===== src/rtl/hazard_control_unit.sv =====
// Pipeline hazard sequencer: load-use bubbles, HI/LO waits on the multiply/divide
// unit, taken-branch squashes, and a saturating stall-cycle counter.
module hazard_control_unit #(
    parameter int unsigned LOAD_STALL_CYCLES = 2,
    parameter int unsigned MDU_LATENCY       = 8
) (
    input  logic        clk,
    input  logic        reset,
    input  logic [4:0]  id_rs,
    input  logic [4:0]  id_rt,
    input  logic        id_uses_rs,
    input  logic        id_uses_rt,
    input  logic        id_uses_hilo,
    input  logic [4:0]  ex_rd,
    input  logic        ex_mem_read,
    input  logic        ex_mdu_start,
    input  logic        ex_branch_taken,
    output logic        pc_stall,
    output logic        if_id_stall,
    output logic        if_id_flush,
    output logic        id_ex_flush,
    output logic        mdu_busy,
    output logic [31:0] stall_cycles
);

    localparam int unsigned LCW = 4;
    localparam int unsigned MCW = 6;
    localparam int unsigned SCW = 32;

    typedef enum logic [1:0] {
        RUN        = 2'd0,
        LOAD_STALL = 2'd1,
        MDU_WAIT   = 2'd2
    } state_e;

    state_e           state_q, state_d;
    logic [LCW-1:0]   load_cnt_q, load_cnt_d;
    logic [MCW-1:0]   mdu_cnt_q, mdu_cnt_d;
    logic [SCW-1:0]   stall_cycles_q, stall_cycles_d;
    logic             lhaz, mhaz;
    logic             stall_c, flush_c;

    assign mdu_busy     = (mdu_cnt_q != '0);
    assign stall_cycles = stall_cycles_q;

    assign lhaz = ex_mem_read && (ex_rd != 5'd0) &&
                  ((id_uses_rs && (id_rs == ex_rd)) || (id_uses_rt && (id_rt == ex_rd)));
    assign mhaz = id_uses_hilo && mdu_busy;

    always_ff @(posedge clk or negedge reset) begin
        if (!reset) begin
            state_q        <= RUN;
            load_cnt_q     <= '0;
            mdu_cnt_q      <= '0;
            stall_cycles_q <= '0;
        end else begin
            state_q        <= state_d;
            load_cnt_q     <= load_cnt_d;
            mdu_cnt_q      <= mdu_cnt_d;
            stall_cycles_q <= stall_cycles_d;
        end
    end

    // MDU result countdown; a new start restarts it, branches never touch it.
    always_comb begin
        mdu_cnt_d = mdu_cnt_q;
        if (ex_mdu_start) begin
            mdu_cnt_d = MCW'(MDU_LATENCY);
        end else if (mdu_cnt_q != '0) begin
            mdu_cnt_d = mdu_cnt_q - MCW'(1);
        end
    end

    // Next state and Mealy controls; a taken branch overrides any pending stall.
    always_comb begin
        state_d    = state_q;
        load_cnt_d = load_cnt_q;
        stall_c    = 1'b0;
        flush_c    = 1'b0;
        if (ex_branch_taken) begin
            flush_c    = 1'b1;
            state_d    = RUN;
            load_cnt_d = '0;
        end else begin
            case (state_q)
                RUN: begin
                    if (lhaz) begin
                        stall_c = 1'b1;
                        if (LOAD_STALL_CYCLES > 1) begin
                            state_d    = LOAD_STALL;
                            load_cnt_d = LCW'(LOAD_STALL_CYCLES - 1);
                        end
                    end else if (mhaz) begin
                        stall_c = 1'b1;
                        state_d = MDU_WAIT;
                    end
                end
                LOAD_STALL: begin
                    stall_c = 1'b1;
                    if (load_cnt_q <= LCW'(1)) begin
                        load_cnt_d = '0;
                        state_d    = RUN;
                    end else begin
                        load_cnt_d = load_cnt_q - LCW'(1);
                    end
                end
                MDU_WAIT: begin
                    if (mhaz) begin
                        stall_c = 1'b1;
                    end else begin
                        state_d = RUN;
                    end
                end
                default: begin
                    state_d    = RUN;
                    load_cnt_d = '0;
                end
            endcase
        end
    end

    // Controls are forced low for as long as reset is held.
    always_comb begin
        pc_stall    = reset & stall_c;
        if_id_stall = reset & stall_c;
        if_id_flush = reset & flush_c;
        id_ex_flush = reset & (stall_c | flush_c);
    end

    always_comb begin
        stall_cycles_d = stall_cycles_q;
        if (pc_stall && (stall_cycles_q != '1)) begin
            stall_cycles_d = stall_cycles_q + SCW'(1);
        end
    end

endmodule


===== config.mk =====
export PLATFORM = sky130hd
export DESIGN_NAME = hazard_control_unit
export DESIGN_NICKNAME = d
export VERILOG_FILES = /design/src/rtl/hazard_control_unit.sv
export SDC_FILE = /design/constraint.sdc
export NUM_CORES = 1
export LEC_CHECK = 0
export CAP_MARGIN = 0
export CORE_ASPECT_RATIO = 1.5
export CORE_MARGIN = 2
export CORE_UTILIZATION = 49
export DETAILED_ROUTE_END_ITERATION = 8
export PLACE_DENSITY = 0.8
export REMOVE_ABC_BUFFERS = 1
export SLEW_MARGIN = 15
export SYNTH_ARGS = -nofsm -noshare
export SYNTH_HDL_FRONTEND = slang
export SYNTH_SLANG_ARGS = --single-unit
export TNS_END_PERCENT = 50

===== constraint.sdc =====
create_clock -name clk -period 3.6 [get_ports clk]
set_input_delay 1.08 -clock clk [delete_from_list [all_inputs] [get_ports clk]]
set_output_delay 1.08 -clock clk [all_outputs]
set_load 0.01 [all_outputs]

==> results of run 1 <==
synth_stat cells (2+ instances only):
cell      count  area share (%)
or3_1         2            0.54
a21oi_1       3            0.65
mux2i_1       2            0.86
nor2_1       19             3.1
xor2_1        6             2.3
nand2b_1      3            0.81
nand2_1      21             3.4
ha_1          5             2.7
dfrtp_1      44              48
and2_1        3            0.81
and3_1        8             2.2
nor3_1        6             1.3
xnor2_1      36              14
nand4_1      18             4.9
and4_1        2            0.76
nand3_1       8             1.7
o31ai_1       2            0.65
o21ai_0       4            0.86
inv_1         6            0.97
sequential cells by signal, indices dropped and copies added (netlist names):
signal and cells:
state_q 2, stall_cycles 32, load_cnt_q 4, mdu_cnt_q 6
power by group through the flow:
stage	combinational, mW	sequential [mW]	clock [mW]
6_report	0.351	0.608	0.368
5_1_grt	0.391	0.618	0.398
4_1_cts	0.355	0.608	0.378
3_5_place_dp	0.350	0.617	0
3_3_place_gp	0.340	0.613	0
2_1_floorplan	0.187	0.614	0
worst max-delay path, stage by stage:
cell             delay, ps
clkdlybuf4s15_1        210
or4_4                  560
nor2_4                 120
nor3b_2                 60
a21oi_4                210
a21boi_2                80
buf_2                  140
how the worst min path moves through the flow:
stage,start,to,slack (ps)
after floorplan,mdu_cnt_q[3]$_DFFE_PN0P_,mdu_cnt_q[3]$_DFFE_PN0P_,470
after global placement,stall_cycles[7]$_DFFE_PN0P_,stall_cycles[7]$_DFFE_PN0P_,480
after detailed placement,stall_cycles[31]$_DFFE_PN0P_,stall_cycles[31]$_DFFE_PN0P_,490
after CTS,stall_cycles[31]$_DFFE_PN0P_,stall_cycles[31]$_DFFE_PN0P_,500
after global routing,stall_cycles[7]$_DFFE_PN0P_,stall_cycles[7]$_DFFE_PN0P_,520
final,stall_cycles[7]$_DFFE_PN0P_,stall_cycles[7]$_DFFE_PN0P_,500
cells in the final DEF (no fill, tap or decap), drive strengths merged, types with 4 or more instances in the layout:
master and count:
nand3 8, clkdlybuf4s50 49, nor3 7, buf 14
inv 6, ha 5, nor2 19, and2 4
nand4 18, nand2 21, and3 9, dfrtp 44
xnor2 36, a21oi 4, xor2 6, o21ai 4
clkbuf 6
repair_timing:
item / CTS / global route
resized for setup: 24 / 3
setup endpoints to repair: 3 / 3
gates cloned: 0 / 0
setup buffers: 1 / 0
pin swaps: 4 / 6
per-stage QoR:
stage | total power, mW | area [µm²] | TNS, ps
after detailed placement | 0.9662 | 3040 | -1702
after floorplan | 0.8016 | 2295 | 0
after global placement | 0.9534 | 3040 | -1618
after global routing | 1.407 | 3162 | 0
final | 1.327 | 3162 | 0
after CTS | 1.341 | 3157 | 0
kinds of logic after synthesis:
group           after synthesis  synth area share [%]
compound gates               21                 7.452
xor+xnor                     42                 15.87
fa+ha+maj                     5                 2.700
buf+inv                       9                 1.944
flops                        44                 47.52
mux                           2                0.8640
simple gates                101                 23.65
area by class of cell:
type	instances	area, µm²	area share, %
clock buffer	6	72.57	2.295
clock inverter	2	35.03	1.108
timing repair buffer	69	656.9	20.78
tap	64	80.08	2.533
multi-input combinational	171	1194	37.75
inverter	6	22.52	0.7123
sequential	44	1101	34.82
routing by layer:
| layer | GRT usage [%] | wire length, µm |
|---|---|---|
| met5 | 0 | 0 |
| met3 | 5.994 | 378 |
| met2 | 36.17 | 2620 |
| met1 | 24.04 | 2073 |
| met4 | 8.687 | 121 |
==> flow_summary.toml, run 1 <==
[outcome]
status = "completed"

[synthesis]
ys_types = 45
yosysWarnings = 0
syn_area_per_cell_um2 = 10.34
async_flop_share_pct = 100.0
synthCells = 224
yosysSeqAreaShare_pct = 47.52
synth_enable_flop_cells = 0
syn_area_um2 = 2317
ys_ff_latch = 44
synth_ff_type = "dfrtp_1"

[die]
die_y_um = 88.22
fp.dieW_um = 60.15
io-pin-count = 60
start_util_pct = 51.02
core_area_um2 = 4542
dieArea_um2 = 5306
rows = 30

[sta]
rsz0062_at_grt = "no"
tightest_slew_ps = 1047
setup_viol = 0
hold_viol = 0
fmax_mhz = 281.2
fin_ws_ps = 43.73
drv_slew = 0
hold_ws_ps = 498.3
final.period_utilization_pct = 98.79
fin_crit_ps = 3556
maxSlewHeadroom_pct = 29.29
skew_ps = 13.06

[job]
drv_cap = 0

[cts]
cts.path.max_buffers = 2
cts_root_buf = "clkbuf_8"
cts_buffers = 5
clkTransAtPathRegs_ps = 80
postCtsHoldBufs = 0
cts_max_level = 2
clk-insertion-delay-late_ps = 300
cts_tree = "yes"
clkSinkCount = 44

[pwr]
p_seq_share_pct = 45.8
powerDensity_nw_per_um2 = 419.7
power_frac_comb_pct = 26.5
power.net_switching_mw = 0.3892
vdd_drop_max_mv = 0.3944
power.share.switching_pct = 29.33
pwr-share-clk_pct = 27.7
p_leak_nw = 1.365
intPower_mw = 0.9379

[critical_path]
crit_arrival_ps = 2480
setup.worst_path.class = "input pin to output pin"
critPathCaptureType = "output pin"
r2r_setup_slack_ps = 1020
crit_end = "id_ex_flush"
critPathRequiredTime_ps = 2520
crit_path_start_kind = "input pin"
rr_endpoint = "stall_cycles[11]$_DFFE_PN0P_"
r2r-start = "mdu_cnt_q[0]$_DFFE_PN0P_"
cp-startpoint = "ex_rd[2]"
rr_worst_depth = 12
crit_fanout = 3

[place]
numPortBuffers = 59
dp_slack_ps = -598.2
gp_congestion = 0.7930
dp_hpwl_mm = 3.832
place_inst = 353

[routing]
initialDrtViolationCount = 33
vias_per_cell = 5.254
wl_mm = 5.193
vias = 1902
ant_nets = 0
dr.pass1.iters = 4
wl_per_cell_um = 14.35
drc = 0

[finish]
instances_no_fill = 362
num-fill-cells = 348
nNetsFinal = 325
diodes = 0
final_core_util_pct = 69.61
layout-drive-gt1-share_pct = 11.41
synthToLayoutAreaGrowth_pct = 36.45

[global_route]
antenna_found_initial = 0
grt_pass1_wl_mm = 8.349
grtUsageTotal_pct = 21.03
grt_pass1_vias = 1855
grt-ovfl-total = 0
grt_max_degree = 45

[hold_path]
min_path_cells = 1
hp-class = "flip-flop to flip-flop"
No activity file was read; power rests on OpenSTA's default activity.
==> inputs of run 2 (changes only) <==
--- a/config.mk
+++ b/config.mk
@@ -10,6 +10,7 @@
 export CORE_MARGIN = 2
 export CORE_UTILIZATION = 49
 export DETAILED_ROUTE_END_ITERATION = 8
+export GPL_TIMING_DRIVEN = 0
 export PLACE_DENSITY = 0.8
 export REMOVE_ABC_BUFFERS = 1
 export SLEW_MARGIN = 15
==> run 2 against run 1 <==
Compared with the run above: clock skew shrank 9.0 ps; first-iteration DRC count fell by 3.0%; clock-buffer cell count unchanged; largest cell class unchanged; highest routed layer unchanged.
==> flow_summary.toml, run 2 (synthesis results as in run 1) <==
[outcome]
status = "completed"

[sta]
fmax_mhz = 281.1
skew_ps = 4.049
hold_viol = 0
setup_viol = 0
tightest_slew_ps = 1009
drv_slew = 0
hold_ws_ps = 488.6
maxSlewHeadroom_pct = 31.86
fin_crit_ps = 3557
final.period_utilization_pct = 98.81

[cts]
cts.path.max_buffers = 2
clk-insertion-delay-late_ps = 300
cts_max_level = 2
postCtsHoldBufs = 0
clkSinkCount = 44
cts_tree = "yes"
cts_root_buf = "clkbuf_8"
clkTransAtPathRegs_ps = 80
cts_buffers = 5

[routing]
ant_nets = 0
vias_per_cell = 5.424
initialDrtViolationCount = 32
dr.pass1.iters = 4
wl_mm = 5.190
wl_per_cell_um = 14.58
vias = 1931
drc = 0

[pwr]
pwr-share-clk_pct = 25.3
powerDensity_nw_per_um2 = 407.0
p_leak_nw = 1.371
intPower_mw = 0.8768
vdd_drop_max_mv = 0.3237
power_frac_comb_pct = 27.0
power.share.switching_pct = 30.96
p_seq_share_pct = 47.7
power.net_switching_mw = 0.3932

[die]
die_y_um = 88.22
fp.dieW_um = 60.15
rows = 30
start_util_pct = 51.02
dieArea_um2 = 5306
io-pin-count = 60
core_area_um2 = 4542

[critical_path]
crit_slowest_cell = "or4_4"
critPathCaptureType = "output pin"
crit_arrival_ps = 2480
cp_slowest_stage_delay_ps = 510
crit_fanout = 3
crit_path_start_kind = "input pin"
rr_endpoint = "stall_cycles[13]$_DFFE_PN0P_"
setup.worst_path.class = "input pin to output pin"
critPathRequiredTime_ps = 2520
r2r-start = "mdu_cnt_q[0]$_DFFE_PN0P_"
crit_chain = "dlygate4sd2_1, or4_4, nor2_4, nor3b_2, a21oi_4, a21boi_2, buf_2"
rr_worst_depth = 10
r2r_setup_slack_ps = 930

[finish]
nNetsFinal = 319
largest_reg_flops = 32
final_common_cell = "clkdlybuf4s50_1"
final_core_util_pct = 68.71
layout.cells.most_common_list = "46 x clkdlybuf4s50_1, 44 x dfrtp_1, 36 x xnor2_1, 21 x nand2_1, 18 x nand4_1"
diodes = 0
final_area_um2 = 3120
num-fill-cells = 363
layout-drive-gt1-share_pct = 10.27
synthToLayoutAreaGrowth_pct = 34.67

[global_route]
grt-ovfl-total = 0
grt_max_degree = 31
grtUsageTotal_pct = 21.09
grt_pass1_wl_mm = 8.514
antenna_found_initial = 0
grt_pass1_vias = 1958

[hold_path]
hp-class = "flip-flop to flip-flop"
holdPathEnd = "stall_cycles[31]$_DFFE_PN0P_"
holdCritStartpoint = "stall_cycles[31]$_DFFE_PN0P_"
min_path_cells = 1

[place]
post_dp_cell_area_um2 = 2980
numPortBuffers = 59
gp_congestion = 0.7278
dp_hpwl_mm = 3.821

[job]
drv_cap = 0
==> run 2: layout make-up <==
type	instances	area [µm²]	area share, %
Multi-Input combinational cell	171	1194	38.25
Sequential cell	44	1101	35.28
Timing Repair Buffer	63	630.6	20.21
Clock buffer	6	82.58	2.646
Tap cell	64	80.08	2.566
Inverter	6	22.52	0.7217
Clock inverter	2	10.01	0.3208
==> run 2: worst max-delay path by stage <==
stage,depth (start not counted),startpoint,end
2_1_floorplan,5,ex_rd[1],id_ex_flush
3_3_place_gp,4,reset,if_id_stall
3_5_place_dp,7,ex_rd[1],id_ex_flush
4_1_cts,7,ex_rd[2],id_ex_flush
5_1_grt,7,id_rt[1],if_id_stall
6_report,7,ex_rd[3],id_ex_flush
==> run 2: routing by layer <==
| metal | routed length, µm | vias to the layer above | GRT usage, % | share of wire (%) |
|---|---|---|---|---|
| li1 | - | 919 | - | - |
| met2 | 2805 | 65 | 37.15 | 54 |
| met1 | 1933 | 939 | 23.95 | 37 |
| met5 | 0 | - | 0 | 0 |
| met3 | 378 | 8 | 6.871 | 7.3 |
| met4 | 73 | 0 | 6.061 | 1.4 |
==> run 2: through the flow <==
step | setup TNS, ps | setup WS [ps] | power (mW) | instances
finish | 0 | 42.96 | 1.270 | 356
CTS | -4.935 | -4.935 | 1.277 | 354
detailed placement | -2114 | -713.3 | 0.9530 | 345
global placement | -38440 | -2023 | 0.9386 | 344
floorplan | 0 | 349.9 | 0.8016 | 221
global route | -8.447 | -5.719 | 1.355 | 356
==> run 2: what timing repair did <==
| item | 4_1_cts | 5_1_grt |
|---|---|---|
| setup buffers | 1 | 2 |
| endpoints found under the setup margin | 3 | 3 |
| pin swaps | 6 | 10 |
| gates resized for setup | 21 | 12 |
==> run 2: worst max-delay path: cells and delay by family <==
kind / cells / cell delay, ps
compound gates: 2 / 300
buf+inv: 2 / 430
simple gates: 3 / 660
==> run 2: power by group through the flow <==
| stage | combinational [mW] | clock [mW] | sequential (mW) |
|---|---|---|---|
| after floorplan | 0.187 | 0 | 0.614 |
| after global placement | 0.324 | 0 | 0.614 |
| after detailed placement | 0.337 | 0 | 0.616 |
| after CTS | 0.342 | 0.328 | 0.607 |
| after global routing | 0.382 | 0.356 | 0.617 |
| final | 0.343 | 0.321 | 0.606 |
==> inputs of run 3 (changes only) <==
--- a/config.mk
+++ b/config.mk
@@ -12,7 +12,6 @@
 export DETAILED_ROUTE_END_ITERATION = 8
 export GPL_TIMING_DRIVEN = 0
 export PLACE_DENSITY = 0.8
-export REMOVE_ABC_BUFFERS = 1
 export SLEW_MARGIN = 15
 export SYNTH_ARGS = -nofsm -noshare
 export SYNTH_HDL_FRONTEND = slang
==> constraint.sdc (replaced) <==
create_clock -name clk -period 3.9 [get_ports clk]
set_input_delay 1.17 -clock clk [delete_from_list [all_inputs] [get_ports clk]]
set_output_delay 1.17 -clock clk [all_outputs]
set_load 0.01 [all_outputs]
==> run 3 against run 2 <==
Compared with the run above: cell count increased by 0.56%; non-clock buffer count increased by 2; clock power decreased by 10%; via count decreased by 2.5%; first-iteration DRC count increased by 3.1%; setup slack got worse by 0.73 ps; sequential cell count unchanged; critical path depth increased by 1; worst hold slack improved by 14 ps; die area unchanged; routed wire length decreased by 3.1%; core utilization decreased by 0.22 points; critical endpoint is now pc_stall; largest cell class unchanged.
==> flow_summary.toml, run 3 (synthesis results as in run 1) <==
[synthesis]
syn_nets = 252

[global_route]
grt_pass1_wl_mm = 8.397
grtUsageTotal_pct = 20.41
antenna_found_initial = 0
grt_pass1_vias = 1871
grt_max_degree = 29
grt-ovfl-total = 0

[cts]
cts_buffers = 5
clkSinkCount = 44
cts_root_buf = "clkbuf_8"
cts_max_level = 2
cts_tree = "yes"
cts.path.max_buffers = 2
clk-insertion-delay-late_ps = 290
clkTransAtPathRegs_ps = 80

[finish]
layout.cells.most_common_list = "50 x clkdlybuf4s50_1, 44 x dfrtp_1, 36 x xnor2_1, 21 x nand2_1, 18 x nand4_1"
final_common_cell = "clkdlybuf4s50_1"
final_core_util_pct = 68.48
final_area_um2 = 3110
layout-drive-gt1-share_pct = 9.864
nNetsFinal = 321
instances_no_fill = 358
diodes = 0
largest_reg_flops = 32
synthToLayoutAreaGrowth_pct = 34.23

[sta]
hold_ws_ps = 502.7
setup_viol = 0
hold_viol = 0
fin_crit_ps = 3858
maxSlewHeadroom_pct = 32.89
skew_ps = 7.551
tightest_slew_ps = 994.1
fin_ws_ps = 42.23
tns_ps = 0
drv_slew = 0
final.period_utilization_pct = 98.92
fmax_mhz = 259.2

[place]
dp_slack_ps = -701.6
numPortBuffers = 59
dp_hpwl_mm = 3.798
post_dp_cell_area_um2 = 3003
gp_congestion = 0.7581
place_inst = 348

[routing]
wl_mm = 5.028
dr.pass1.iters = 4
vias = 1883
initialDrtViolationCount = 33
ant_nets = 0
vias_per_cell = 5.260
drc = 0
wl_per_cell_um = 14.04

[pwr]
vdd_drop_max_mv = 0.2780
p_leak_nw = 1.330
powerDensity_nw_per_um2 = 375.7
power_mw = 1.169

[critical_path]
crit_end = "pc_stall"
r2r_setup_slack_ps = 1210
crit_slowest_cell = "or4_4"
rr_worst_depth = 12
crit_arrival_ps = 2690
critPathCaptureType = "output pin"
cp-startpoint = "ex_rd[1]"
rr_endpoint = "stall_cycles[10]$_DFFE_PN0P_"
crit_chain = "clkdlybuf4s15_1, or4_4, nor2_4, nor3b_2, a21oi_4, nor2_4, buf_4, buf_2"
crit_fanout = 5
setup.worst_path.class = "input pin to output pin"
cp_slowest_stage_delay_ps = 580
critPathRequiredTime_ps = 2730
r2r-start = "mdu_cnt_q[0]$_DFFE_PN0P_"
path_common_cell = "nor2_4"
crit_path_start_kind = "input pin"

[die]
io-pin-count = 60
rows = 30
fp.dieW_um = 60.15
dieArea_um2 = 5306
die_y_um = 88.22
start_util_pct = 51.02
core_area_um2 = 4542

[outcome]
status = "completed"

[job]
drv_cap = 0

[hold_path]
hp-class = "flip-flop to flip-flop"
[run 3: worst min path at each step]
stage                                            start                            to  depth (start not counted)
after global routing       stall_cycles[9]$_DFFE_PN0P_   stall_cycles[9]$_DFFE_PN0P_                          1
after CTS                 stall_cycles[27]$_DFFE_PN0P_  stall_cycles[27]$_DFFE_PN0P_                          1
after floorplan               mdu_cnt_q[3]$_DFFE_PN0P_      mdu_cnt_q[3]$_DFFE_PN0P_                          1
final                     stall_cycles[27]$_DFFE_PN0P_  stall_cycles[27]$_DFFE_PN0P_                          1
after detailed placement  stall_cycles[27]$_DFFE_PN0P_  stall_cycles[27]$_DFFE_PN0P_                          1
after global placement     stall_cycles[7]$_DFFE_PN0P_   stall_cycles[7]$_DFFE_PN0P_                          1
[run 3: layout make-up]
cell class,instances,area [µm²]
multi-input cells,171,1190
clock buffers,6,82.58
clock inverters,2,10.01
well taps,64,80.08
inverters,6,22.52
plain buffers,3,22.52
fillers,353,1431
repair buffers,62,601.8
flip-flops and latches,44,1101
[run 3: metal layers]
| layer | global-route usage, % | wire (µm) | up-vias |
|---|---|---|---|
| li1 | - | - | 922 |
| met1 | 24.83 | 2053 | 903 |
| met2 | 35.87 | 2569 | 52 |
| met3 | 5.409 | 351 | 6 |
| met4 | 4.242 | 54 | 0 |
| met5 | 0 | 0 | - |
[run 3: timing repair]
action                                  4_1_cts  5_1_grt
pin swaps                                     4        5
hold buffers                                  0        0
setup buffers                                 1        1
gates cloned                                  0        0
endpoints found under the setup margin        3        3
gates resized for setup                      18        4
[run 3: power by group]
group / internal [mW] / switching (mW)
Sequential: 0.505 / 0.0574
Combinational: 0.166 / 0.153
Clock: 0.141 / 0.147
[run 3: worst max-delay path: cells and delay by family]
kind	cells	cell delay, ps
simple gates	4	810
buf+inv	3	480
compound gates	1	210
